## config.mk

```make
export PLATFORM = sky130hd
export DESIGN_NAME = spi_scan_master
export DESIGN_NICKNAME = d
export VERILOG_FILES = /design/src/rtl/spi_scan_master.sv
export SDC_FILE = /design/constraint.sdc
export NUM_CORES = 1
export LEC_CHECK = 0
export BUFFER_PORTS_ARGS = -buffer_cell sky130_fd_sc_hd__buf_2
export CORE_MARGIN = 2
export CORE_UTILIZATION = 35
export CTS_CLUSTER_DIAMETER = 200
export CTS_CLUSTER_SIZE = 25
export DETAILED_ROUTE_END_ITERATION = 6
export SYNTH_ARGS = -nofsm -noshare
export SYNTH_HDL_FRONTEND = slang
export SYNTH_SLANG_ARGS = --single-unit
```

## constraint.sdc

```tcl
create_clock -name CLK -period 1.5 [get_ports CLK]
set_input_delay 0.15 -clock CLK [delete_from_list [all_inputs] [get_ports CLK]]
set_output_delay 0.15 -clock CLK [all_outputs]
set_load 0.005 [all_outputs]
```

## src/rtl/spi_scan_master.sv

```systemverilog
// SPI scan master: walks NCH channels of a pipelined ADC-style slave (SPI mode 3)
// and hands each returned conversion out on a valid/ready port tagged with its channel.
module spi_scan_master #(
    parameter int                 FRAME_W      = 16,
    parameter int                 NCH          = 4,
    parameter int                 ADDR_W       = 4,
    parameter int                 ADDR_LSB     = 7,
    parameter logic [FRAME_W-1:0] CMD_TEMPLATE = FRAME_W'(16'h1080),
    parameter int                 CLK_DIV      = 2
) (
    input  logic               CLK,
    input  logic               RSTbar,
    input  logic               START,
    input  logic               CONT,
    input  logic               MISO,
    output logic               SCK,
    output logic               MOSI,
    output logic               CSbar,
    output logic [FRAME_W-1:0] DATA,
    output logic [ADDR_W-1:0]  DCH,
    output logic               DVALID,
    input  logic               DREADY,
    output logic               BUSY,
    output logic               DONE
);

    localparam int                 DIV_W    = (CLK_DIV > 1) ? $clog2(CLK_DIV) : 1;
    localparam int                 BIT_W    = $clog2(FRAME_W);
    localparam logic [DIV_W-1:0]   DIV_MAX  = DIV_W'(CLK_DIV - 1);
    localparam logic [BIT_W-1:0]   LAST_BIT = BIT_W'(FRAME_W - 1);
    localparam logic [ADDR_W-1:0]  LAST_CH  = ADDR_W'(NCH - 1);

    typedef enum logic [2:0] {
        IDLE,
        CS_SETUP,
        SHIFT,
        CS_HOLD,
        CS_GAP,
        WAIT_OUT
    } state_t;

    state_t             state, state_nx;
    logic [DIV_W-1:0]   div_cnt, div_nx;
    logic [BIT_W-1:0]   bit_cnt, bit_nx;
    logic               ph, ph_nx;
    logic [ADDR_W-1:0]  addr, addr_nx;
    logic [ADDR_W-1:0]  tag;
    logic               first, first_nx;
    logic               last, last_nx;
    logic [FRAME_W-1:0] tx, tx_nx;
    logic [FRAME_W-1:0] rx, rx_nx;
    logic [FRAME_W-1:0] data_nx;
    logic [ADDR_W-1:0]  dch_nx;
    logic               dvalid_nx, sck_nx, mosi_nx, cs_nx, busy_nx, done_nx;
    logic               tick, adv;
    logic [FRAME_W-1:0] cmd;

    // The channel number is added into the template's address field (modulo the
    // field width), so a template whose field is zero gets the plain channel number.
    function automatic logic [FRAME_W-1:0] cmd_word(input logic [ADDR_W-1:0] a);
        logic [FRAME_W-1:0] w;
        logic [ADDR_W-1:0]  f;
        w = CMD_TEMPLATE;
        f = w[ADDR_LSB +: ADDR_W] + a;
        w[ADDR_LSB +: ADDR_W] = f;
        return w;
    endfunction

    assign tick = (div_cnt == DIV_MAX);
    assign cmd  = cmd_word(addr);
    // The slave answers one frame late, so the result belongs to the previous address.
    assign tag  = (addr == '0) ? LAST_CH : addr - 1'b1;

    always_comb begin
        state_nx  = state;
        div_nx    = tick ? '0 : div_cnt + 1'b1;
        bit_nx    = bit_cnt;
        ph_nx     = ph;
        addr_nx   = addr;
        first_nx  = first;
        last_nx   = last;
        tx_nx     = tx;
        rx_nx     = rx;
        data_nx   = DATA;
        dch_nx    = DCH;
        dvalid_nx = DVALID;
        sck_nx    = SCK;
        mosi_nx   = MOSI;
        cs_nx     = CSbar;
        busy_nx   = BUSY;
        done_nx   = 1'b0;
        adv       = 1'b0;

        if (DVALID && DREADY)
            dvalid_nx = 1'b0;

        case (state)
            IDLE: begin
                div_nx = '0;
                if (START) begin
                    state_nx = CS_SETUP;
                    busy_nx  = 1'b1;
                    cs_nx    = 1'b0;
                    addr_nx  = '0;
                    first_nx = 1'b1;
                    last_nx  = 1'b0;
                end
            end
            CS_SETUP: begin
                if (tick) begin
                    state_nx = SHIFT;
                    sck_nx   = 1'b0;
                    mosi_nx  = cmd[FRAME_W-1];
                    tx_nx    = {cmd[FRAME_W-2:0], 1'b0};
                    ph_nx    = 1'b0;
                    bit_nx   = '0;
                end
            end
            SHIFT: begin
                if (tick) begin
                    if (!ph) begin
                        sck_nx = 1'b1;
                        rx_nx  = {rx[FRAME_W-2:0], MISO};
                        ph_nx  = 1'b1;
                    end else if (bit_cnt == LAST_BIT) begin
                        state_nx = CS_HOLD;
                    end else begin
                        bit_nx  = bit_cnt + 1'b1;
                        ph_nx   = 1'b0;
                        sck_nx  = 1'b0;
                        mosi_nx = tx[FRAME_W-1];
                        tx_nx   = {tx[FRAME_W-2:0], 1'b0};
                    end
                end
            end
            CS_HOLD: begin
                if (tick) begin
                    state_nx = CS_GAP;
                    cs_nx    = 1'b1;
                    mosi_nx  = 1'b0;
                    first_nx = 1'b0;
                    if (!first) begin
                        data_nx   = rx;
                        dch_nx    = tag;
                        dvalid_nx = 1'b1;
                        last_nx   = (tag == LAST_CH) && !CONT;
                    end
                end
            end
            CS_GAP: begin
                if (tick) begin
                    if (DVALID && !DREADY)
                        state_nx = WAIT_OUT;
                    else
                        adv = 1'b1;
                end
            end
            WAIT_OUT: begin
                div_nx = '0;
                if (!DVALID || DREADY)
                    adv = 1'b1;
            end
            default: begin
                state_nx = IDLE;
            end
        endcase

        // Next frame only starts once the output slot is free, so nothing is overwritten.
        if (adv) begin
            if (last) begin
                state_nx = IDLE;
                busy_nx  = 1'b0;
                done_nx  = 1'b1;
                last_nx  = 1'b0;
            end else begin
                state_nx = CS_SETUP;
                cs_nx    = 1'b0;
                addr_nx  = (addr == LAST_CH) ? '0 : addr + 1'b1;
            end
        end
    end

    always_ff @(posedge CLK or negedge RSTbar) begin
        if (!RSTbar) begin
            state   <= IDLE;
            div_cnt <= '0;
            bit_cnt <= '0;
            ph      <= 1'b0;
            addr    <= '0;
            first   <= 1'b0;
            last    <= 1'b0;
            tx      <= '0;
            rx      <= '0;
            DATA    <= '0;
            DCH     <= '0;
            DVALID  <= 1'b0;
            SCK     <= 1'b1;
            MOSI    <= 1'b0;
            CSbar   <= 1'b1;
            BUSY    <= 1'b0;
            DONE    <= 1'b0;
        end else begin
            state   <= state_nx;
            div_cnt <= div_nx;
            bit_cnt <= bit_nx;
            ph      <= ph_nx;
            addr    <= addr_nx;
            first   <= first_nx;
            last    <= last_nx;
            tx      <= tx_nx;
            rx      <= rx_nx;
            DATA    <= data_nx;
            DCH     <= dch_nx;
            DVALID  <= dvalid_nx;
            SCK     <= sck_nx;
            MOSI    <= mosi_nx;
            CSbar   <= cs_nx;
            BUSY    <= busy_nx;
            DONE    <= done_nx;
        end
    end

endmodule
```

== Yosys cells after proc, flatten, opt, wreduce, memory -nomap -nowiden ==
Index checks and enable logic that the tools add are counted.

* $add $sub $neg: 4
* Multipliers: 0
* Div/mod/pow operators: 0
* $lt $le $gt $ge: 0
* Equality and inequality tests: 25
* Shifts and indexed selects: 0
* Multiplexer cells: 69
* Bitwise gates (word level): 2
* Reduce and logical (&&, ||, !) cells: 22

{| class="wikitable"
|+ Operator list
! operator !! number
|-
| $mux W16 || 4
|-
| $mux W4 || 10
|-
| $mux W1 || 36
|-
| $pmux W16 S2 || 1
|-
| $mux W3 || 9
|-
| $ne A3 B3 Y1 const B || 9
|-
| $pmux W3 S6 || 1
|-
| $ne A2 B2 Y1 const B || 7
|-
| $pmux W1 S2 || 7
|-
| $reduce_and A3 Y1 || 4
|-
| $reduce_and A5 Y1 || 2
|-
| $reduce_and A9 Y1 || 1
|-
| $add A4 B1 Y4 const B || 2
|-
| $eq A4 B2 Y1 const B || 2
|-
| $pmux W4 S2 || 1
|-
| $eq A3 B2 Y1 const B || 2
|-
| $eq A3 B3 Y1 const B || 2
|-
| $reduce_bool A2 Y1 || 3
|-
| $eq A4 B4 Y1 const B || 1
|-
| $logic_not A4 Y1 || 1
|-
| $reduce_and A4 Y1 || 1
|-
| $reduce_or A2 Y1 || 2
|-
| $sub A4 B1 Y4 const B || 1
|-
| $eq A3 B1 Y1 const B || 1
|-
| 7 further kinds || 12
|}

* Register bits after elaboration: 73
* Latch bits: 0
* Bits in writable memories: 0
* Bits in read-only memories: 0
* Input port bits: 6
* Output and inout port bits: 26
* Logic and storage cells: 139
* Memories kept: 0

== Depth between registers and ports, before layout ==
Gate-level depths: netlist (run 1).

* Depth after elaboration: 9
* Gate-level depth with buffers: 7
* Mapped depth without buffers: 6

== Least setup slack after synthesis (run 1) ==
OpenSTA, ideal clock, no wires.

* Kind: flip-flop to flip-flop
* Start point: register state[1]
* End point: register addr[2]
* Library setup time: 0.079 ns
* Data arrival time: 1.512 ns
* Data required time: 1.421 ns
* Setup slack: -0.092 ns
* Cell stages (with the launch flop): 6
* Buffers on the path: 1
* Period minus slack after synthesis: 1.592 ns
* Cells stage by stage: dfrtp_1 > buf_6 > nand2b_4 > nor4_4 > mux2_4 > mux2i_1

* Word-level cells in the longest chain between the ends: 4
* Elaborated cells between the ends (all ways): 7
* Classes of those cells: 2 x eq/ne; 4 x mux; 1 x reduce/logical

{| class="wikitable"
|+ Ends and longest elaborated chain
! what !! RTL line !! RTL
|-
| start: declaration || 42 || <nowiki>state_t state, state_nx;</nowiki>
|-
| start signal: assignment || 203 || <nowiki>state <= state_nx;</nowiki>
|-
| $logic_not A3 Y1 || 97 || <nowiki>case (state)</nowiki>
|-
| $mux W4 || 97 ||
|-
| $mux W4 || 170 || <nowiki>if (last) begin</nowiki>
|-
| $mux W4 * || 169 || <nowiki>if (adv) begin</nowiki>
|-
| net addr_nx[2] || 46 || <nowiki>logic [ADDR_W-1:0] addr, addr_nx;</nowiki>
|-
| end signal: assignment || 207 || <nowiki>addr <= addr_nx;</nowiki>
|-
| end: declaration || 46 ||
|}

The timed path passes the listed nets; every way through them passes the cells marked *.
A chain may end at the register's enable or synchronous reset.

== Worst setup path in the final report (run 1) ==
* Start point: register state[2]
* End point: register rx[4]

* Word-level cells in the longest chain between the ends: 2

{| class="wikitable"
|+ Ends and longest elaborated chain
! what !! RTL line !! RTL
|-
| $eq A3 B2 Y1 || 97 ||
|-
| $reduce_and A3 Y1 (no source line) || -- ||
|-
| end signal: assignment || 211 || <nowiki>rx <= rx_nx;</nowiki>
|-
| end: declaration || 51 || <nowiki>logic [FRAME_W-1:0] rx, rx_nx;</nowiki>
|}

No other way between the ends.

==> out/results.txt, run 1 <==
Worst path cell trace - and2b_1 -> nand2_2 -> nor2_4 -> buf_12 -> mux2_2
Crit-path max FO - 11
Drt drc - 0
Worst Skew - 0.008832 ns
CTS Buffer Depth - 2
Core Area - 8217 sq um
Status - complete, but fails checks
Top-area cell type share of the netlist area - 53.12%
DIE AREA - 9232 sq um
Largest cells by area after synthesis - dfrtp_1 (53%), nand2_1 (8.3%), mux2_2 (6.8%)
# diodes - 0
Wire per inst - 14.70 um
Synth async-reset ratio - 100.0%
Die W - 96.09 um
Failing checks - setup timing
Required @ worst endpoint - 1.73 ns
Slowest stage delay, CP - 0.45 ns
Dominant cell type by area after synthesis - dfrtp_1
Pwr Density - 1669 nW/um^2
Max VDD drop - 838.4 uV
Max_cap viols - 0
Crit path kind - reg -> reg
Post-Syn Area - 2968 sq um
Layout cells sized above 1 - 43.48%
Cell count after synthesis - 285
H-tree depth - 3
Starting Density - 36.12%
Yosys warns - 0
DRT iter0 DRCs - 119
Fmax achieved - 0.6491 GHz
Clk sinks - 65
Period minus WS final - 1.541 ns
Slew @ Worst Pin - 0.4272 ns
GRT Overall Usage - 15.51%
Drt via density - 4.803
Port buffer count - 31
# fillers - 742
Pleak - 2.049 nW
Final clock period utilization by the worst path - 102.7%
Multi-input gate area - 1409 sq um
Switching pwr - 2.286 mW
Critical Path AT - 1.77 ns
Setup ws final - -0.04066 ns
Clock power share - 25.1%
CP max-delay cell - dfrtp_2
GRT Residual Overflow - 0
First-pass DRT Iterations - 4
Initial antenna violation count - 0
Mean post-synth cell area - 10.41 sq um
Final GP Congestion - 0.7946
Rows - 33
Cts bufs inserted - 9
Combinational Power Share - 37.5%
Num ports - 32
DRT antenna net count - 0
Die Ht - 96.09 um
Post-DP HPWL - 4410 um
Layout Cells excl Fill - 473
Setup crit end kind - flip-flop
# setup viols final - 22
Largest net degree at the start of global routing - 66
Max-Slew Margin vs Limit - 71.46%
Final Hold Viols - 0
Synth Flop Type - dfrtp_1
Worst skew pair latency - 0.35 ns
Worst hold path type - in -> reg
Synthesis-to-finish area growth - 37.61%
Final instance area - 4084 sq um
Post-synth EDFFs - 0
Final nets - 373
Vias - 2,272
CP startpoint kind - flip-flop
Int Power - 4.532 mW
Sw Share - 33.53%
CTS root buffer - clkbuf_8
Final WL - 6953 um
Syn nets - 295
Placed cell count - 444
Sequential share of the synthesized area - 54.89%
FF+latch count, synth - 65
Design Power - 6.817 mW
Max Slew Vio Count - 0
First-pass GRT wire length - 10,840 um
Register area - 1635 sq um
CTS tree - yes
Clock slew at reported path FFs - 0.08 ns
RSZ-0062 raised after global routing - yes
Count of cell types in the netlist - 45
Post-DP Area - 3525 sq um
Flop pwr share - 37.4%
Vias in the first global route - 2,200
[stage by stage]
step	TNS [ns]	util, %	hold WS (ns)	setup WS, ns
floorplan	-0.3351	-	-0.1456	-0.09186
global placement	-1.177	42.90	0.1928	-0.07256
detailed placement	-2.410	42.90	0.1964	-0.1228
CTS	-0.1427	46.40	0.02852	-0.02180
global route	-2.083	49.70	0.03077	-0.08353
finish	-0.4153	49.70	0.04183	-0.04066
[worst paths after layout]
path	start	endpoint	slack, ns	depth (start not counted)
setup reg to reg	state[2]	rx[4]	-0.04	5
max in group asynchronous	RSTbar	CSbar	0.83	3
hold / removal	MISO	rx[0]	0.04	2
hold reg to reg	DATA[3]	DATA[3]	0.46	2
min in group asynchronous	RSTbar	state[2]	0.34	3
setup / recovery	state[2]	rx[4]	-0.04	5
[sequential cells by signal, indices dropped and copies added (netlist names)]
register / flops
ph: 1
SCK: 1
DONE: 1
MOSI: 1
first: 1
bit_cnt: 4
BUSY: 1
last: 1
CSbar: 1
div_cnt: 1
rx: 16
addr: 4
DCH: 4
DATA: 16
DVALID: 1
tx: 8
state: 3
[final cells by class]
type,count,area share [%]
flip-flops and latches,65,40.04
multi-input cells,196,34.50
repair buffers,84,16.02
clock buffers,10,3.370
well taps,105,3.217
clock inverters,6,2.206
inverters,7,0.6434
[power by group through the flow]
stage	registers [mW]	logic, mW	clock network, mW
finish	2.55	2.56	1.71
global route	2.62	2.82	1.84
CTS	2.51	2.22	1.77
detailed placement	2.53	2.11	0
global placement	2.52	2.07	0
floorplan	2.37	1.40	0
[cell families (layout without fill, tap and decap cells)]
group,after synthesis,in the layout,synth area share (%)
flip-flops,65,65,54.89
AND/OR/NAND/NOR,121,121,19.52
multiplexers,26,26,9.696
AO/OA/AOI/OAI,41,41,8.769
adder cells (fa/ha/maj),4,4,1.686
XOR/XNOR,4,4,1.180
buffers and inverters,24,107,4.258
[worst max-delay path: cells and delay by family, from the launching register on]
kind	cells	cell delay [ns]
flip-flops	1	0.45
buffers and inverters	1	0.16
multiplexers	1	0.33
AND/OR/NAND/NOR	3	0.47
[metal layers]
metal | track usage, % | wire [um] | up-vias
li1 | - | - | 1123
met1 | 21.12 | 3356 | 1099
met2 | 23.78 | 3288 | 44
met3 | 4.699 | 253 | 6
met4 | 4.643 | 55 | 0
met5 | 0 | 0 | -
[synthesized netlist by cell type, types with 2 or more instances]
| library cell | n |
|---|---|
| o21ai_0 | 14 |
| nand2b_1 | 4 |
| inv_1 | 7 |
| or3_1 | 2 |
| mux2i_1 | 7 |
| dfstp_2 | 2 |
| buf_6 | 3 |
| o41ai_1 | 2 |
| buf_2 | 8 |
| a21oi_1 | 7 |
| o31ai_1 | 2 |
| nor2b_1 | 5 |
| nor3b_1 | 2 |
| a41oi_1 | 2 |
| nand2_1 | 66 |
| dfrtp_1 | 63 |
| mux2_2 | 18 |
| nor2_1 | 15 |
| clkbuf_1 | 4 |
| nor3_1 | 5 |
| xor2_1 | 4 |
| ha_1 | 4 |
| a31oi_1 | 4 |
| a22o_1 | 4 |
| nand3_1 | 11 |
[what timing repair did]
item	CTS	global route
hold buffers	1	0
resized for setup	11	51
endpoints found under the hold margin	63	0
gates cloned	0	4
setup endpoints to repair	49	53
pin swaps	1	8
setup buffers	3	5
[cell usage in the layout, fill, tap and decap left out, drive strengths merged, types with 2 or more instances in the layout]
master,Yosys,final
a21oi,7,7
a22o,4,4
a31oi,4,4
a41oi,2,2
buf,13,81
bufinv,0,2
clkbuf,4,12
clkinv,0,2
dfrtp,63,63
dfstp,2,2
ha,4,4
inv,7,8
mux2,19,19
mux2i,7,7
nand2,66,66
nand2b,5,5
nand3,11,11
nor2,16,16
nor2b,5,5
nor3,6,6
nor3b,2,2
nor4,2,2
o21ai,16,16
o31ai,2,2
o41ai,2,2
or3,2,2
xor2,4,4
Power figures use the tool's default switching activity.
==> inputs of run 2 (changes only) <==
BUFFER_PORTS_ARGS = -buffer_cell sky130_fd_sc_hd__buf_4   (was -buffer_cell sky130_fd_sc_hd__buf_2)
==> out/results.txt, run 2 (synthesis gave the netlist of run 1 again) <==
Final WL - 6469 um
Worst Setup EP - rx[1]
Synthesis-to-finish area growth - 37.39%
Initial antenna violation count - 0
Clock power share - 25.1%
Num ports - 32
Biggest registers after layout - DATA (16), rx (16), tx (8)
GRT Residual Overflow - 0
Drt via density - 4.794
CTS Buffer Depth - 2
R2R Setup Slk - -0.02 ns
Cts bufs inserted - 9
Final GP Congestion - 0.8238
Max Slew Vio Count - 0
Crit path kind - reg -> reg
Design Power - 6.746 mW
RSZ-0062 raised after global routing - yes
Clk sinks - 65
Worst skew pair latency - 0.34 ns
R2r startpoint - state[2]
Worst hold path type - in -> reg
Largest net degree at the start of global routing - 33
Post-DP HPWL - 4465 um
DIE AREA - 9232 sq um
H-tree depth - 3
Pwr Density - 1654 nW/um^2
First-pass DRT Iterations - 4
Pleak - 2.016 nW
Worst Skew - 0.01169 ns
Required @ worst endpoint - 1.73 ns
Final Hold Viols - 0
CTS root buffer - clkbuf_8
Layout cells sized above 1 - 39.89%
Commonest non-fill, non-tap cell in the layout - buf_4
Status - complete, but fails checks
Int Power - 4.524 mW
Max VDD drop - 953.4 uV
Final nets - 371
DRT iter0 DRCs - 116
Crit-path max FO - 11
Crit path launch - state[2]
Vias - 2,258
Core Util, Final - 49.63%
Sw Share - 32.93%
Rows - 33
Reg2reg end - rx[1]
Max-Slew Margin vs Limit - 70.01%
Clock slew at reported path FFs - 0.08 ns
Setup crit end kind - flip-flop
Die Ht - 96.09 um
GRT Overall Usage - 15.22%
Port buffer count - 31
Wire per inst - 13.73 um
Commonest non-fill, non-tap cells in the layout - buf_4 (70), nand2_1 (63), dfrtp_1 (58)
Max_cap viols - 0
Flop pwr share - 36.9%
DRT antenna net count - 0
Core Area - 8217 sq um
R2R depth - 5
Fmax achieved - 0.6560 GHz
Slew @ Worst Pin - 0.4498 ns
Failing checks - setup timing
Switching pwr - 2.221 mW
Die W - 96.09 um
Final clock period utilization by the worst path - 101.6%
Combinational Power Share - 38.0%
Critical Path AT - 1.75 ns
Vias in the first global route - 2,254
# diodes - 0
CTS tree - yes
CP startpoint kind - flip-flop
Starting Density - 36.12%
First-pass GRT wire length - 10,780 um
# setup viols final - 3
Period minus WS final - 1.524 ns
Setup ws final - -0.02442 ns
Drt drc - 0
## run 2: cell count changes in the layout (fill, tap and decap cells not counted), sizes merged
cell and delta:
clkinvlp -1, clkinv +2, clkbuf -2, inv -1
## run 2: layer usage
metal,up-vias,GRT usage [%],wire length (um)
met5,-,0,0
met4,0,5.357,67
met3,6,3.915,262
met2,41,23.67,3001
met1,1087,20.56,3137
li1,1124,-,-
## run 2: repair_timing
item,CTS,global route
setup buffers,4,4
endpoints found under the hold margin,27,0
endpoints found under the setup margin,36,52
pin swaps,2,4
gates resized for setup,7,34
hold buffers,1,0
## run 2: critical path, cell delays in order, from the launching register on
cell and delay (ns):
dfrtp_2 0.45, and2b_1 0.24, nand2_2 0.08, nor2_4 0.14, buf_12 0.16, mux2_2 0.33
## run 2: worst min-delay path by stage
stage / startpoint / end / cells past startpoint
3_3_place_gp: RSTbar / DATA[10] / 1
2_1_floorplan: RSTbar / BUSY / 0
3_5_place_dp: RSTbar / DATA[11] / 1
5_1_grt: MISO / rx[0] / 2
6_report: MISO / rx[0] / 2
4_1_cts: MISO / rx[0] / 2
## run 2: area by class of cell
| class | instances | area [sq um] |
|---|---|---|
| clock inverter | 6 | 91.34 |
| multi-input combinational | 196 | 1366 |
| clock buffer | 10 | 137.6 |
| tap | 105 | 131.4 |
| fill | 771 | 4139 |
| inverter | 7 | 26.28 |
| sequential | 65 | 1635 |
| timing repair buffer | 82 | 689.4 |
## run 2: power groups by stage
stage | sequential [mW] | combinational, mW | clock [mW]
3_3_place_gp | 2.47 | 2.20 | 0
3_5_place_dp | 2.48 | 2.23 | 0
6_report | 2.49 | 2.56 | 1.69
2_1_floorplan | 2.37 | 1.40 | 0
4_1_cts | 2.45 | 2.35 | 1.74
5_1_grt | 2.55 | 2.83 | 1.82
## run 2: stage by stage
step           setup WS [ns]  std cells  instance area [sq um]  hold slack, ns   TNS, ns
3_5_place_dp         -0.1132        446                   3617          0.1294   -0.7539
4_1_cts             0.006771        467                   3913         0.02746         0
3_3_place_gp        -0.06495        446                   3617          0.1220   -0.4769
2_1_floorplan       -0.09186        285                   3027         -0.1456   -0.3351
5_1_grt             -0.05716        471                   4078         0.02788   -0.4807
6_report            -0.02442        471                   4078         0.04875  -0.06583
